`config.mk`:
```
export PLATFORM = sky130hd
export DESIGN_NAME = instruction_fetch
export DESIGN_NICKNAME = d
export VERILOG_FILES = /design/src/rtl/instruction_fetch_pkg.sv /design/src/rtl/instruction_fetch_return_stack.sv /design/src/rtl/instruction_fetch.sv
export SDC_FILE = /design/constraint.sdc
export NUM_CORES = 1
export LEC_CHECK = 0
export CORE_MARGIN = 3
export CORE_UTILIZATION = 32
export CTS_CLUSTER_DIAMETER = 30
export DETAILED_ROUTE_END_ITERATION = 10
export PLACE_DENSITY = 0.57
export SLEW_MARGIN = 25
export SYNTH_ARGS = -nofsm -noshare
export SYNTH_HDL_FRONTEND = slang
export SYNTH_SLANG_ARGS = --single-unit
export TNS_END_PERCENT = 50
```
`constraint.sdc`:
```
create_clock -name Clock -period 9.4 [get_ports Clock]
set_input_delay 1.88 -clock Clock [delete_from_list [all_inputs] [get_ports Clock]]
set_output_delay 1.88 -clock Clock [all_outputs]
set_load 0.05 [all_outputs]
```
`src/rtl/instruction_fetch_pkg.sv`:
```
// Shared definitions for the instruction fetch slice: opcodes, instruction
// field positions and the fetch FSM state type.
package instruction_fetch_pkg;

   localparam int INSTR_W = 28;
   localparam int OPC_HI  = 27;
   localparam int OPC_LO  = 24;
   localparam int TGT_HI  = 23;
   localparam int TGT_LO  = 16;

   localparam logic [3:0] OPC_NOP  = 4'h0;
   localparam logic [3:0] OPC_JMP  = 4'h1;
   localparam logic [3:0] OPC_CALL = 4'h2;
   localparam logic [3:0] OPC_RET  = 4'h3;
   localparam logic [3:0] OPC_BLE  = 4'h4;

   typedef enum logic [1:0] {
      ST_FETCH       = 2'd0,
      ST_WAIT_BRANCH = 2'd1,
      ST_HALT        = 2'd2
   } fetch_state_t;

   function automatic logic [3:0] get_opcode(input logic [INSTR_W-1:0] instr);
      return instr[OPC_HI:OPC_LO];
   endfunction

   function automatic logic [7:0] get_target(input logic [INSTR_W-1:0] instr);
      return instr[TGT_HI:TGT_LO];
   endfunction

endpackage

```
`src/rtl/instruction_fetch_return_stack.sv`:
```
// LIFO return-address stack; push is ignored when full and pop when empty,
// the caller is expected to check full/empty first.
module return_stack #(
   parameter int DEPTH = 8,
   parameter int WIDTH = 16
) (
   input  logic             clk,
   input  logic             rst,
   input  logic             push,
   input  logic             pop,
   input  logic [WIDTH-1:0] push_data,
   output logic             full,
   output logic             empty,
   output logic [WIDTH-1:0] top
);

   localparam int PW = $clog2(DEPTH);

   logic [WIDTH-1:0] mem_r [DEPTH];
   logic [PW:0]      sp_r;
   logic [PW-1:0]    wr_idx_s;
   logic [PW-1:0]    rd_idx_s;

   assign wr_idx_s = sp_r[PW-1:0];
   assign rd_idx_s = wr_idx_s - PW'(1);
   assign full     = (sp_r == (PW+1)'(DEPTH));
   assign empty    = (sp_r == (PW+1)'(0));
   assign top      = mem_r[rd_idx_s];

   // Stack pointer and entry storage
   always_ff @(posedge clk or posedge rst) begin
      if (rst) begin
         sp_r <= (PW+1)'(0);
         for (int i = 0; i < DEPTH; i++) begin
            mem_r[i] <= WIDTH'(0);
         end
      end else if (push && !full) begin
         mem_r[wr_idx_s] <= push_data;
         sp_r            <= sp_r + (PW+1)'(1);
      end else if (pop && !empty) begin
         sp_r <= sp_r - (PW+1)'(1);
      end else begin
         sp_r <= sp_r;
      end
   end

endmodule

```
`src/rtl/instruction_fetch.sv`:
```
// Program counter sequencer: fetches from an external combinational ROM,
// resolves JMP/CALL/RET locally and parks on BLE until execute resolves it.
module instruction_fetch
   import instruction_fetch_pkg::*;
#(
   parameter int STACK_DEPTH = 8,
   parameter int ADDR_WIDTH  = 16
) (
   input  logic                  Clock,
   input  logic                  Reset,
   output logic [ADDR_WIDTH-1:0] oAddress,
   input  logic [INSTR_W-1:0]    iInstruction,
   input  logic                  iStall,
   input  logic                  iBranchValid,
   input  logic                  iBranchTaken,
   output logic [INSTR_W-1:0]    oInstruction,
   output logic                  oValid,
   output logic                  oStackOverflow,
   output logic                  oStackUnderflow
);

   fetch_state_t          state_r, state_next_s;
   logic [ADDR_WIDTH-1:0] pc_r, pc_next_s, pc_inc_s, target_s;
   logic [ADDR_WIDTH-1:0] br_target_r, br_fall_r;
   logic [INSTR_W-1:0]    instr_r;
   logic [3:0]            opcode_s;
   logic                  valid_r, valid_next_s, instr_load_s, capture_s;
   logic                  ovf_r, unf_r, ovf_set_s, unf_set_s;
   logic                  push_s, pop_s, stk_full_s, stk_empty_s;
   logic [ADDR_WIDTH-1:0] stk_top_s;

   assign opcode_s = get_opcode(iInstruction);
   assign target_s = ADDR_WIDTH'(get_target(iInstruction));
   assign pc_inc_s = pc_r + ADDR_WIDTH'(1);

   return_stack #(.DEPTH(STACK_DEPTH), .WIDTH(ADDR_WIDTH)) u_stack (
      .clk       (Clock),
      .rst       (Reset),
      .push      (push_s),
      .pop       (pop_s),
      .push_data (pc_inc_s),
      .full      (stk_full_s),
      .empty     (stk_empty_s),
      .top       (stk_top_s)
   );

   // FSM state register
   always_ff @(posedge Clock or posedge Reset) begin
      if (Reset) state_r <= ST_FETCH;
      else       state_r <= state_next_s;
   end

   // FSM next-state logic; stack faults are terminal until reset
   always_comb begin
      state_next_s = state_r;
      case (state_r)
         ST_FETCH: begin
            if (iStall) begin
               state_next_s = ST_FETCH;
            end else begin
               case (opcode_s)
                  OPC_CALL: state_next_s = stk_full_s  ? ST_HALT : ST_FETCH;
                  OPC_RET:  state_next_s = stk_empty_s ? ST_HALT : ST_FETCH;
                  OPC_BLE:  state_next_s = ST_WAIT_BRANCH;
                  default:  state_next_s = ST_FETCH;
               endcase
            end
         end
         ST_WAIT_BRANCH: begin
            if (iBranchValid) state_next_s = ST_FETCH;
            else              state_next_s = ST_WAIT_BRANCH;
         end
         ST_HALT: state_next_s = ST_HALT;
         default: state_next_s = ST_HALT;
      endcase
   end

   // FSM datapath controls: next PC, stack ops, output load strobes
   always_comb begin
      pc_next_s    = pc_r;
      valid_next_s = 1'b0;
      instr_load_s = 1'b0;
      capture_s    = 1'b0;
      push_s       = 1'b0;
      pop_s        = 1'b0;
      ovf_set_s    = 1'b0;
      unf_set_s    = 1'b0;
      case (state_r)
         ST_FETCH: begin
            if (!iStall) begin
               case (opcode_s)
                  OPC_NOP: begin
                     pc_next_s    = pc_inc_s;
                     valid_next_s = 1'b1;
                     instr_load_s = 1'b1;
                  end
                  OPC_JMP: begin
                     pc_next_s    = target_s;
                     valid_next_s = 1'b1;
                     instr_load_s = 1'b1;
                  end
                  OPC_CALL: begin
                     if (stk_full_s) begin
                        ovf_set_s = 1'b1;
                     end else begin
                        push_s       = 1'b1;
                        pc_next_s    = target_s;
                        valid_next_s = 1'b1;
                        instr_load_s = 1'b1;
                     end
                  end
                  OPC_RET: begin
                     if (stk_empty_s) begin
                        unf_set_s = 1'b1;
                     end else begin
                        pop_s        = 1'b1;
                        pc_next_s    = stk_top_s;
                        valid_next_s = 1'b1;
                        instr_load_s = 1'b1;
                     end
                  end
                  OPC_BLE: begin
                     capture_s    = 1'b1;
                     valid_next_s = 1'b1;
                     instr_load_s = 1'b1;
                  end
                  default: begin
                     pc_next_s    = pc_inc_s;
                     valid_next_s = 1'b1;
                     instr_load_s = 1'b1;
                  end
               endcase
            end else begin
               pc_next_s = pc_r;
            end
         end
         ST_WAIT_BRANCH: begin
            if (iBranchValid) pc_next_s = iBranchTaken ? br_target_r : br_fall_r;
            else              pc_next_s = pc_r;
         end
         ST_HALT: pc_next_s = pc_r;
         default: pc_next_s = pc_r;
      endcase
   end

   // PC, fetched instruction, pending branch and sticky fault registers
   always_ff @(posedge Clock or posedge Reset) begin
      if (Reset) begin
         pc_r        <= ADDR_WIDTH'(0);
         valid_r     <= 1'b0;
         instr_r     <= INSTR_W'(0);
         br_target_r <= ADDR_WIDTH'(0);
         br_fall_r   <= ADDR_WIDTH'(0);
         ovf_r       <= 1'b0;
         unf_r       <= 1'b0;
      end else begin
         pc_r    <= pc_next_s;
         valid_r <= valid_next_s;
         ovf_r   <= ovf_r | ovf_set_s;
         unf_r   <= unf_r | unf_set_s;
         if (instr_load_s) instr_r <= iInstruction;
         else              instr_r <= instr_r;
         if (capture_s) begin
            br_target_r <= target_s;
            br_fall_r   <= pc_inc_s;
         end else begin
            br_target_r <= br_target_r;
            br_fall_r   <= br_fall_r;
         end
      end
   end

   assign oAddress        = pc_r;
   assign oInstruction    = instr_r;
   assign oValid          = valid_r;
   assign oStackOverflow  = ovf_r;
   assign oStackUnderflow = unf_r;

endmodule

```
==> run metrics <==
Final Non-Filler Cells=1376; core area=28900 sq um; Synth Register Bits=205; Clock Sinks=~200; f_max=230 MHz; type of the worst min-delay path=reg2reg; placed insts=1300; FF-to-FF End=oAddress[6]; Hold Path Depth=1; HPWL after DPL=15200 um; Nets=998; Clk pwr share=58.6%; Synth cell types=53; Setup Crit Path Kind=in2reg; Hold Buf Count CTS=0; CTS Buf Count=41; DRT iter0 DRCs=around 480; worst slack at placement=4.44 ns; gpl congestion=0.800; delay-heaviest family, CP=simple AND/OR/NAND/NOR gates; clock root buffer master=clkbuf_16; hold path startpoint=oStackOverflow; hold path endpoint=oStackOverflow; Slew headroom=32.3%; vias per cell=5.04; worst r2r src=u_stack.sp_r[0]; register area share after synthesis=between 50% and 60%; Ys Warns=0; Area Growth Syn to Fin=28.0%; Worst Tran Pin Value=1.01 ns; Fin Setup TNS=0 ns; Seq pwr share=between 30% and 40%; mapped cell area=between 9000 and 10000 sq um; Final Max Slew Viols=0; vias in the first global route=6960; Die Wd=178 um; initial core utilization=32.8%; Critical Path RT=9.75 ns; setup ws final=approximately 5 ns; Worst Path Max Fanout=16; Worst Reg-to-Reg Cells=8; final setup fails=0; Site Rows=62; DRC errors left=0; P per Cell Area=216 nW/um^2; area of placed instances=10700 sq um; Startpoint Class=input port; Post-synth ARST share=100%; CP Buf/Inv Count=2; Antenna Violating Nets Remaining=0; layout cell share with drive strength beyond 1=17.4%; H-Tree Depth=2; CP endpoint kind=flip-flop; first-pass GRT wire length=38600 um; Worst VDD drop=approximately 0.14 mV; CP peak stage delay=0.62 ns; flop2flop setup slack=about 5.5 ns; cell area after layout=12100 sq um; Gate Count Post-Synth=just under 900; via count=6933; final core occ=a little over two fifths; Switching Fraction=23.7%; Final Hold Fails=0; Port Buf Inserts=79; DRT Wirelength=24200 um; GRT Total Usage=about 15%; cts repair resizes=0; CTS tree=done; Crit-path slowest cell=clkdlybuf4s50_1; fin crit period=roughly 4.4 ns; TritonRoute pass-1 iters=4; critical path depth in cells=7; worst skew pair latency=0.52 ns; Final Skew=0.0200 ns; post-CTS setup buffers=0; Main synth FF type=dfrtp_1; switching pwr=between 600 and 700 uW; # diodes=0; Post-Syn Nets=slightly above 900; status=completed; Worst EP arrival=around 4.7 ns; die area=31800 sq um; Power Internal=~2 mW; Worst-path clk slew=0.05 ns; Synth Area per Inst=10.8 sq um; Top Ports=80; Multi-input gate area=just over 4000 sq um; crit share post-route=46.3%; max_cap viols=0; fillcell total=roughly 2800; crit-path cells=clkdlybuf4s50_1 > or3b_4 > a2111oi_4 > nand4b_1 > buf_4 > nand2_1 > o21ai_0; RSZ-0062 raised after global routing=no; number of synthesized flops with an enable pin=0; DR WL/cell=17.6 um; Comb pwr share=about 6.6%; Max clock buf depth=3; leak pwr=5.22 nW; global route overflow=0; initial antenna violation count=0; Die H=178 um; area occupied by registers=5130 sq um; largest net degree at the start of global routing=142
## Yosys cell counts (all sizes together), types with 3 or more instances
| cell type | number | area (sq um) |
|---|---|---|
| clkbuf | 46 | 173 |
| nor4 | 4 | 25.0 |
| mux2i | 39 | 390 |
| ha | 5 | 62.6 |
| a21oi | 19 | 95.1 |
| buf | 13 | 86.3 |
| mux2 | 47 | 563 |
| a22o | 3 | 26.3 |
| xnor2 | 16 | 140 |
| or3 | 3 | 18.8 |
| dfrtp | 205 | 5130 |
| inv | 13 | 48.8 |
| xor2 | 4 | 35.0 |
| a311oi | 3 | 26.3 |
| a22oi | 11 | 82.6 |
| and4 | 9 | 78.8 |
| nor3 | 14 | 81.3 |
| o211ai | 3 | 22.5 |
| nor2b | 3 | 18.8 |
| o31ai | 7 | 52.6 |
| o21ai | 139 | 696 |
| mux4 | 19 | 428 |
| nand4 | 4 | 25.0 |
| a2111oi | 3 | 45.1 |
| nor2 | 20 | 75.1 |
| and3 | 5 | 31.3 |
| nand2 | 166 | 623 |
| nand3 | 29 | 145 |
| a31oi | 10 | 62.6 |
## metrics by stage
step | hold WS, ns | power, mW
floorplan | 0.445 | 1.03
global placement | 0.458 | 1.10
detailed placement | 0.465 | 1.10
CTS | 0.474 | 2.66
global route | 0.493 | 2.71
finish | 0.467 | 2.63
## cell families after synthesis
group / synth area share (%)
multiplexers: 14.5
buffers and inverters: 3.24
XOR/XNOR: 1.84
AND/OR/NAND/NOR: 12.7
AO/OA/AOI/OAI: 12.7
flip-flops: 54.0
adder cells (fa/ha/maj): 0.870
## cells in the final DEF, fill, tap and decap left out, types with 7 or more instances in the layout
cell type and n:
dfrtp_1 204, o31ai_1 7, and4_1 9, xnor2_1 15, clkinvlp_4 7, clkdlybuf4s50_1 79, bufinv_16 7, buf_4 12
a31oi_1 10, nand3_1 28, a22oi_1 11, mux4_2 19, clkbuf_16 43, o21ai_0 134, nor2_1 20, a21oi_1 19
mux2_4 9, nor3_1 13, clkinv_2 8, inv_1 12, mux2_2 38, mux2i_1 39, nand2_1 164
## state kept, by name, summed over array words and instances, names as in the netlist
register         count
state_r              2
u_stack.sp_r         4
br_target_r          8
br_fall_r           16
u_stack.mem_r      128
oValid               1
oStackOverflow       1
oAddress            16
oInstruction        28
oStackUnderflow      1
## layer usage
layer  vias up  global-route usage (%)  part of all wire, %
met1      3389                    20.9                   46
met4         0                    4.90                  2.1
met5         -                       0                    0
met3        38                    3.55                  6.4
li1       3304                       -                    -
met2       202                    24.2                   46
## final cells by class
type | instances | area share, %
Timing Repair Buffer | 92 | 7.48
Clock buffer | 46 | 9.12
Clock inverter | 30 | 3.07
Multi-Input combinational cell | 606 | 33.6
Inverter | 13 | 0.505
Sequential cell | 205 | 42.2
Tap cell | 384 | 3.96
## power groups by stage
stage,Combinational (mW),Sequential [mW],Clock (mW)
5_1_grt,0.187,0.915,1.61
2_1_floorplan,0.0675,0.966,0
4_1_cts,0.176,0.914,1.57
3_3_place_gp,0.174,0.928,0
3_5_place_dp,0.175,0.928,0
6_report,0.173,0.914,1.54
## worst max path at each step
stage                     start           endpoint  slack, ns
4_1_cts        iInstruction[25]  u_stack.mem_r[97]       4.97
3_5_place_dp   iInstruction[25]  u_stack.mem_r[97]       4.44
3_3_place_gp   iInstruction[25]  u_stack.mem_r[97]       4.50
5_1_grt        iInstruction[25]  u_stack.mem_r[72]       4.83
6_report       iInstruction[25]  u_stack.mem_r[72]       5.05
2_1_floorplan             Reset       br_fall_r[0]       1.92
Note: power is estimated with default switching activity, not from simulation.
